==> src/rtl/uart_rx_fsm_if.sv <==
// Signal bundle between the UART RX frame sequencer and its sampler/checkers.
// Optional error-status signals appear when UART_RX_ERR_STATUS_EN is defined.
interface uart_rx_fsm_if #(
  parameter int PRESC_W = 6
);
  logic               RX_IN;
  logic               PAR_EN;
  logic [PRESC_W-1:0] Prescale;
  logic               strt_glitch;
  logic               par_err;
  logic               stp_err;
  logic [PRESC_W-1:0] edge_cnt;
  logic [3:0]         bit_cnt;
  logic               dat_samp_en;
  logic               deser_en;
  logic               strt_chk_en;
  logic               par_chk_en;
  logic               stp_chk_en;
  logic               data_valid;
`ifdef UART_RX_ERR_STATUS_EN
  logic               frame_par_err;
  logic               frame_stp_err;

  modport master (
    input  RX_IN, PAR_EN, Prescale, strt_glitch, par_err, stp_err,
    output edge_cnt, bit_cnt, dat_samp_en, deser_en, strt_chk_en,
           par_chk_en, stp_chk_en, data_valid, frame_par_err, frame_stp_err
  );
  modport slave (
    output RX_IN, PAR_EN, Prescale, strt_glitch, par_err, stp_err,
    input  edge_cnt, bit_cnt, dat_samp_en, deser_en, strt_chk_en,
           par_chk_en, stp_chk_en, data_valid, frame_par_err, frame_stp_err
  );
`else
  modport master (
    input  RX_IN, PAR_EN, Prescale, strt_glitch, par_err, stp_err,
    output edge_cnt, bit_cnt, dat_samp_en, deser_en, strt_chk_en,
           par_chk_en, stp_chk_en, data_valid
  );
  modport slave (
    output RX_IN, PAR_EN, Prescale, strt_glitch, par_err, stp_err,
    input  edge_cnt, bit_cnt, dat_samp_en, deser_en, strt_chk_en,
           par_chk_en, stp_chk_en, data_valid
  );
`endif
endinterface

==> src/rtl/uart_rx_fsm.sv <==
// UART RX frame sequencer: bit/edge timing, checker strobes and byte qualification.
// Define UART_RX_ERR_STATUS_EN to add the frame_par_err / frame_stp_err status pulses.
module uart_rx_fsm #(
  parameter int DATA_WIDTH = 8,
  parameter int PRESC_W    = 6
) (
  input logic           clk,
  input logic           rst,
  uart_rx_fsm_if.master bus
);
  typedef enum logic [2:0] {
    IDLE   = 3'd0,
    START  = 3'd1,
    DATA   = 3'd2,
    PARITY = 3'd3,
    STOP   = 3'd4,
    DONE   = 3'd5
  } state_t;

  state_t             state_r, state_s;
  logic [PRESC_W-1:0] edge_r, edge_s, presc_r, presc_s, chk_s, last_s;
  logic [3:0]         bit_r, bit_s;
  logic               par_en_r, par_en_s, at_last_s;
  logic               deser_r, strt_r, par_r, stp_r, valid_r;
  logic               deser_s, strt_s, par_s, stp_s, valid_s;
`ifdef UART_RX_ERR_STATUS_EN
  logic               fpe_r, fse_r, fpe_s, fse_s;
`endif

  assign chk_s     = (presc_r >> 1) + PRESC_W'(2);
  assign last_s    = presc_r - PRESC_W'(1);
  assign at_last_s = (edge_r == last_s);

  // Frame configuration is only taken while no frame is in flight.
  always_comb begin
    if (state_r == IDLE || state_r == DONE) begin
      presc_s  = bus.Prescale;
      par_en_s = bus.PAR_EN;
    end else begin
      presc_s  = presc_r;
      par_en_s = par_en_r;
    end
  end

  // Next-state, counter and strobe decode; strobes are taken from the next state so they register cleanly.
  always_comb begin
    state_s = state_r;
    edge_s  = edge_r + PRESC_W'(1);
    bit_s   = bit_r;
    case (state_r)
      IDLE: begin
        edge_s = {PRESC_W{1'b0}};
        bit_s  = 4'd0;
        if (!bus.RX_IN) state_s = START;
        else            state_s = IDLE;
      end
      START: begin
        if (at_last_s) begin
          edge_s = {PRESC_W{1'b0}};
          if (bus.strt_glitch) begin
            state_s = IDLE;
            bit_s   = 4'd0;
          end else begin
            state_s = DATA;
            bit_s   = bit_r + 4'd1;
          end
        end else begin
          state_s = START;
        end
      end
      DATA: begin
        if (at_last_s) begin
          edge_s = {PRESC_W{1'b0}};
          bit_s  = bit_r + 4'd1;
          if (bit_r == 4'(DATA_WIDTH)) begin
            if (par_en_r) state_s = PARITY;
            else          state_s = STOP;
          end else begin
            state_s = DATA;
          end
        end else begin
          state_s = DATA;
        end
      end
      PARITY: begin
        if (at_last_s) begin
          edge_s  = {PRESC_W{1'b0}};
          bit_s   = bit_r + 4'd1;
          state_s = STOP;
        end else begin
          state_s = PARITY;
        end
      end
      STOP: begin
        if (at_last_s) begin
          edge_s  = {PRESC_W{1'b0}};
          bit_s   = bit_r + 4'd1;
          state_s = DONE;
        end else begin
          state_s = STOP;
        end
      end
      DONE: begin
        // The DONE cycle already counts as edge 0 of a back-to-back start bit.
        bit_s = 4'd0;
        if (!bus.RX_IN) begin
          state_s = START;
        end else begin
          state_s = IDLE;
          edge_s  = {PRESC_W{1'b0}};
        end
      end
      default: begin
        state_s = IDLE;
        edge_s  = {PRESC_W{1'b0}};
        bit_s   = 4'd0;
      end
    endcase

    deser_s = (state_s == DATA)   && (edge_s == chk_s);
    strt_s  = (state_s == START)  && (edge_s == chk_s);
    par_s   = (state_s == PARITY) && (edge_s == chk_s);
    stp_s   = (state_s == STOP)   && (edge_s == chk_s);
    valid_s = (state_s == DONE) && !bus.stp_err && !(par_en_r && bus.par_err);
`ifdef UART_RX_ERR_STATUS_EN
    fpe_s   = (state_s == DONE) && par_en_r && bus.par_err;
    fse_s   = (state_s == DONE) && bus.stp_err;
`endif
  end

  // State, counters, latched frame configuration and registered strobes.
  always_ff @(posedge clk) begin
    if (!rst) begin
      state_r  <= IDLE;
      edge_r   <= {PRESC_W{1'b0}};
      bit_r    <= 4'd0;
      presc_r  <= {PRESC_W{1'b0}};
      par_en_r <= 1'b0;
      deser_r  <= 1'b0;
      strt_r   <= 1'b0;
      par_r    <= 1'b0;
      stp_r    <= 1'b0;
      valid_r  <= 1'b0;
`ifdef UART_RX_ERR_STATUS_EN
      fpe_r    <= 1'b0;
      fse_r    <= 1'b0;
`endif
    end else begin
      state_r  <= state_s;
      edge_r   <= edge_s;
      bit_r    <= bit_s;
      presc_r  <= presc_s;
      par_en_r <= par_en_s;
      deser_r  <= deser_s;
      strt_r   <= strt_s;
      par_r    <= par_s;
      stp_r    <= stp_s;
      valid_r  <= valid_s;
`ifdef UART_RX_ERR_STATUS_EN
      fpe_r    <= fpe_s;
      fse_r    <= fse_s;
`endif
    end
  end

  assign bus.edge_cnt    = edge_r;
  assign bus.bit_cnt     = bit_r;
  assign bus.dat_samp_en = (state_r != IDLE);
  assign bus.deser_en    = deser_r;
  assign bus.strt_chk_en = strt_r;
  assign bus.par_chk_en  = par_r;
  assign bus.stp_chk_en  = stp_r;
  assign bus.data_valid  = valid_r;
`ifdef UART_RX_ERR_STATUS_EN
  assign bus.frame_par_err = fpe_r;
  assign bus.frame_stp_err = fse_r;
`endif
endmodule
==> src/flat_wrapper.sv <==
// flat-port wrapper written by rule: the top's interface ports become plain ports
module uart_rx_fsm_flat 
#(
  parameter int DATA_WIDTH = 8,
  parameter int PRESC_W    = 6
)
  (clk, rst, bus_RX_IN, bus_PAR_EN, bus_Prescale, bus_strt_glitch, bus_par_err, bus_stp_err, bus_edge_cnt, bus_bit_cnt, bus_dat_samp_en, bus_deser_en, bus_strt_chk_en, bus_par_chk_en, bus_stp_chk_en, bus_data_valid);
  uart_rx_fsm_if #(.PRESC_W(PRESC_W)) bus_i ();
  input logic clk;
  input logic rst;
  input wire logic [$bits(bus_i.RX_IN)-1:0] bus_RX_IN;
  input wire logic [$bits(bus_i.PAR_EN)-1:0] bus_PAR_EN;
  input wire logic [$bits(bus_i.Prescale)-1:0] bus_Prescale;
  input wire logic [$bits(bus_i.strt_glitch)-1:0] bus_strt_glitch;
  input wire logic [$bits(bus_i.par_err)-1:0] bus_par_err;
  input wire logic [$bits(bus_i.stp_err)-1:0] bus_stp_err;
  output wire logic [$bits(bus_i.edge_cnt)-1:0] bus_edge_cnt;
  output wire logic [$bits(bus_i.bit_cnt)-1:0] bus_bit_cnt;
  output wire logic [$bits(bus_i.dat_samp_en)-1:0] bus_dat_samp_en;
  output wire logic [$bits(bus_i.deser_en)-1:0] bus_deser_en;
  output wire logic [$bits(bus_i.strt_chk_en)-1:0] bus_strt_chk_en;
  output wire logic [$bits(bus_i.par_chk_en)-1:0] bus_par_chk_en;
  output wire logic [$bits(bus_i.stp_chk_en)-1:0] bus_stp_chk_en;
  output wire logic [$bits(bus_i.data_valid)-1:0] bus_data_valid;
  assign bus_i.RX_IN = bus_RX_IN;
  assign bus_i.PAR_EN = bus_PAR_EN;
  assign bus_i.Prescale = bus_Prescale;
  assign bus_i.strt_glitch = bus_strt_glitch;
  assign bus_i.par_err = bus_par_err;
  assign bus_i.stp_err = bus_stp_err;
  assign bus_edge_cnt = bus_i.edge_cnt;
  assign bus_bit_cnt = bus_i.bit_cnt;
  assign bus_dat_samp_en = bus_i.dat_samp_en;
  assign bus_deser_en = bus_i.deser_en;
  assign bus_strt_chk_en = bus_i.strt_chk_en;
  assign bus_par_chk_en = bus_i.par_chk_en;
  assign bus_stp_chk_en = bus_i.stp_chk_en;
  assign bus_data_valid = bus_i.data_valid;
  uart_rx_fsm #(.DATA_WIDTH(DATA_WIDTH), .PRESC_W(PRESC_W)) u_core (.clk(clk), .rst(rst), .bus(bus_i));
endmodule
==> config.mk <==
export PLATFORM = sky130hd
export DESIGN_NAME = uart_rx_fsm_flat
export DESIGN_NICKNAME = d
export VERILOG_FILES = /design/src/rtl/uart_rx_fsm_if.sv /design/src/rtl/uart_rx_fsm.sv /design/src/flat_wrapper.sv
export SDC_FILE = /design/constraint.sdc
export NUM_CORES = 1
export LEC_CHECK = 0
export CORE_MARGIN = 5
export CORE_UTILIZATION = 54
export CTS_BUF_LIST = sky130_fd_sc_hd__clkbuf_4
export DETAILED_ROUTE_END_ITERATION = 12
export PLACE_DENSITY = 0.89
export SETUP_SLACK_MARGIN = 0.1
export SKIP_CTS_REPAIR_TIMING = 1
export SYNTH_ARGS = -nofsm -noshare
export SYNTH_HDL_FRONTEND = slang
export SYNTH_SLANG_ARGS = --single-unit
==> constraint.sdc <==
create_clock -name clk -period 2.58 [get_ports clk]
set_input_delay 0.645 -clock clk [delete_from_list [all_inputs] [get_ports clk]]
set_output_delay 0.645 -clock clk [all_outputs]
set_load 0.01 [all_outputs]
==> results.cfg <==
[routing]
ant_nets = 0
drtIter0Drc = 112
wl_per_cell_um = 14.6
first_pass_iters = 4
met3WireLength_um = 208
wl_met1_mm = 1.63
vias_per_cell = 5.69
routed.top_layer = met4
route.met2.wl_mm = 1.77
drc_errors = 0
wirelength_mm = 3.64
vias = 1417

[worst_setup_path]
cpMostUsedCell = or3_4
cp-end-kind = register
path_max_fanout = 4
crit_required_ps = 2820
cp_cell_sequence = or3_4 > or3_4 > xor2_2 > o31ai_4 > a21oi_2 > o32ai_4 > and4b_1
crit_slowest_cell = or3_4
crit_family = simple AND/OR/NAND/NOR gates
cp-start-kind = register
critPathKind = register to register
arrival_ps = 2620
crit_buf_inv = 0
crit_path_max_incr_delay_ps = 400

[power]
switchingPower_mw = 0.256
power.sequential.fraction_pct = 51.0
p_leak_nw = 0.791
p_comb_share_pct = 27.2
p_int_mw = 0.571
vdd_drop_max_mv = 0.376
pwr-share-clk_pct = 21.8
pwr_density_cell_mw_per_mm2 = 416
p_sw_share_pct = 31.0

[die]
rows = 19
die_area_mm2 = 0.00414
io-pin-count = 29
die-height_um = 64.3
die_w_um = 64.3
start_util_pct = 57.3
core_area_mm2 = 0.00278

[outcome]
status = finished clean

[synth]
synth.distinct_cells = 50
yosysSeqAreaShare_pct = 31.4
yosysTopAreaCell = dfxtp_1
syn_area_per_cell_um2 = 8.56
synth_edf_count = 0
synthArstFlopShare_pct = 0
synth-main-ff-cell = dfxtp_1
ys_ff_latch = 25
syn-cell-area_mm2 = 0.00159
syn_nets = 206
netlist.area_leader.share_pct = 31.4
synth.area.top_cells = dfxtp_1, nor2_1, mux2i_1
ys_warn_count = 0
netlist_instances = 186

[cells_and_area]
diodes = 0
drive_above_1_share_pct = 13.3
layout.nets = 239
final_util_pct = 71.5
instances_no_fill = 249
fin_area_mm2 = 0.00199
syn_to_final_growth_pct = 24.9

[run]
max-cap-violations = 0

[global_routing]
grt_util_all_layers_pct = 17.1
grt_start_max_net_pins = 15
grt_pass1_vias = 1230
grt_antenna_before_repair = 0
grt_pass1_wl_mm = 5.72
overflow = 0

[sta]
finalHoldViolCount = 0
finalCritPeriodShare_pct = 92.3
fin_crit_ps = 2380
finalClockSkew_ps = 6.67
slew_viol_final = 0
setup_violations = 0
tightest_slew_ps = 734
maxSlewHeadroom_pct = 50.8
finalSetupTns_ps = 0
max_freq_mhz = 420
rsz0062_at_grt = yes

[cts]
cts_tree = done
cts_buffers = 3
htree_levels = 1
clk_pin_slew_ps = 140
clock_path_buffers = 2
insertion_delay_ps = 330
root_buffer = clkbuf_4
cts.sinks = 25

[placed_design]
gp_congestion = 0.870
port_buffers = 28
dp.cells = 243
hpwl_mm = 2.82
placed_area_mm2 = 0.00191

[worst_hold_path]
hold_class = register to register
[sequential cells by signal (all words and copies together) (netlist names)]
signal                  flops
u_core.bus.edge_cnt         6
u_core.presc_r              6
u_core.bus.bit_cnt          4
u_core.state_r              3
u_core.bus.data_valid       1
u_core.bus.deser_en         1
u_core.bus.par_chk_en       1
u_core.bus.stp_chk_en       1
u_core.bus.strt_chk_en      1
u_core.par_en_r             1
[power groups by stage]
stage	Combinational, mW	Sequential (mW)	Clock (mW)
3_3_place_gp	0.205	0.429	0
5_1_grt	0.245	0.424	0.205
2_1_floorplan	0.159	0.419	0
6_report	0.225	0.422	0.180
3_5_place_dp	0.211	0.430	0
4_1_cts	0.212	0.421	0.184
[layout by cell type, fill, tap and decap left out, types with 2 or more instances in the layout]
cell type	netlist	layout
a21oi_1	5	5
a31oi_1	3	3
and3_1	2	2
and4b_1	2	2
buf_4	0	7
clkbuf_4	0	3
clkdlybuf4s50_1	0	28
dfxtp_1	25	23
dfxtp_2	0	2
ha_1	7	7
inv_1	9	9
mux2i_1	9	9
nand2_1	13	13
nand3_1	4	4
nand4_1	2	2
nor2_1	32	32
nor2b_1	3	3
nor3_2	1	2
nor3b_1	3	3
o211ai_1	2	2
o21ai_0	8	7
or3_4	2	2
xnor2_1	10	9
xor2_1	8	8
[routing by layer]
layer / up-vias / track usage, %
met5: - / 0
met4: 0 / 6.11
met3: 4 / 3.15
met2: 41 / 28.5
met1: 661 / 21.8
li1: 711 / -
[Yosys cell counts, drive strengths merged (4+ instances only)]
cell type / n
nand2: 13
ha: 7
o21ai: 8
xor2: 9
inv: 9
clkbuf: 4
dfxtp: 25
a21oi: 6
mux2i: 9
xnor2: 10
nor2: 32
nand3: 5
nor3: 4
[worst paths after layout]
check,from,endpoint,depth (start not counted),slack [ps]
max,u_core.presc_r[0],u_core.bus.stp_chk_en,7,200
min,u_core.bus.bit_cnt[1],u_core.bus.bit_cnt[1],2,550
max reg2reg,u_core.presc_r[0],u_core.bus.stp_chk_en,7,200
min reg2reg,u_core.bus.bit_cnt[1],u_core.bus.bit_cnt[1],2,550
[through the flow]
| step | total power [mW] | setup WS, ps | hold WS (ps) |
|---|---|---|---|
| final | 0.827 | 199 | 545 |
| after global routing | 0.874 | 78.1 | 557 |
| after CTS | 0.816 | 66.8 | 540 |
| after detailed placement | 0.641 | 41.5 | 522 |
| after global placement | 0.634 | 57.7 | 499 |
| after floorplan | 0.578 | 317 | 499 |
[worst min-delay path: cells and delay by family (launching register included)]
kind / cells / cell delay, ps
flip-flops: 1 / 380
AND/OR/NAND/NOR: 1 / 70
AO/OA/AOI/OAI: 1 / 60
[cell type report]
class                      count  area, µm²
clock buffer                   3       22.5
clock inverter                 1       5.00
fill                         205        792
inverter                       9       33.8
multi-input combinational    145       1050
sequential                    25        503
tap                           31       38.8
timing repair buffer          35        333
[kinds of logic (layout without fill, tap and decap cells)]
| kind of cell | after synthesis | count (layout) | share of synthesized area (%) |
|---|---|---|---|
| AND/OR/NAND/NOR | 80 | 80 | 27.7 |
| AO/OA/AOI/OAI | 30 | 30 | 14.5 |
| flip-flops | 25 | 25 | 31.4 |
| XOR/XNOR | 19 | 19 | 10.9 |
| buffers and inverters | 16 | 48 | 4.40 |
| multiplexers | 9 | 9 | 5.66 |
| adder cells (fa/ha/maj) | 7 | 7 | 5.50 |
Note: power is estimated with default switching activity, not from simulation.
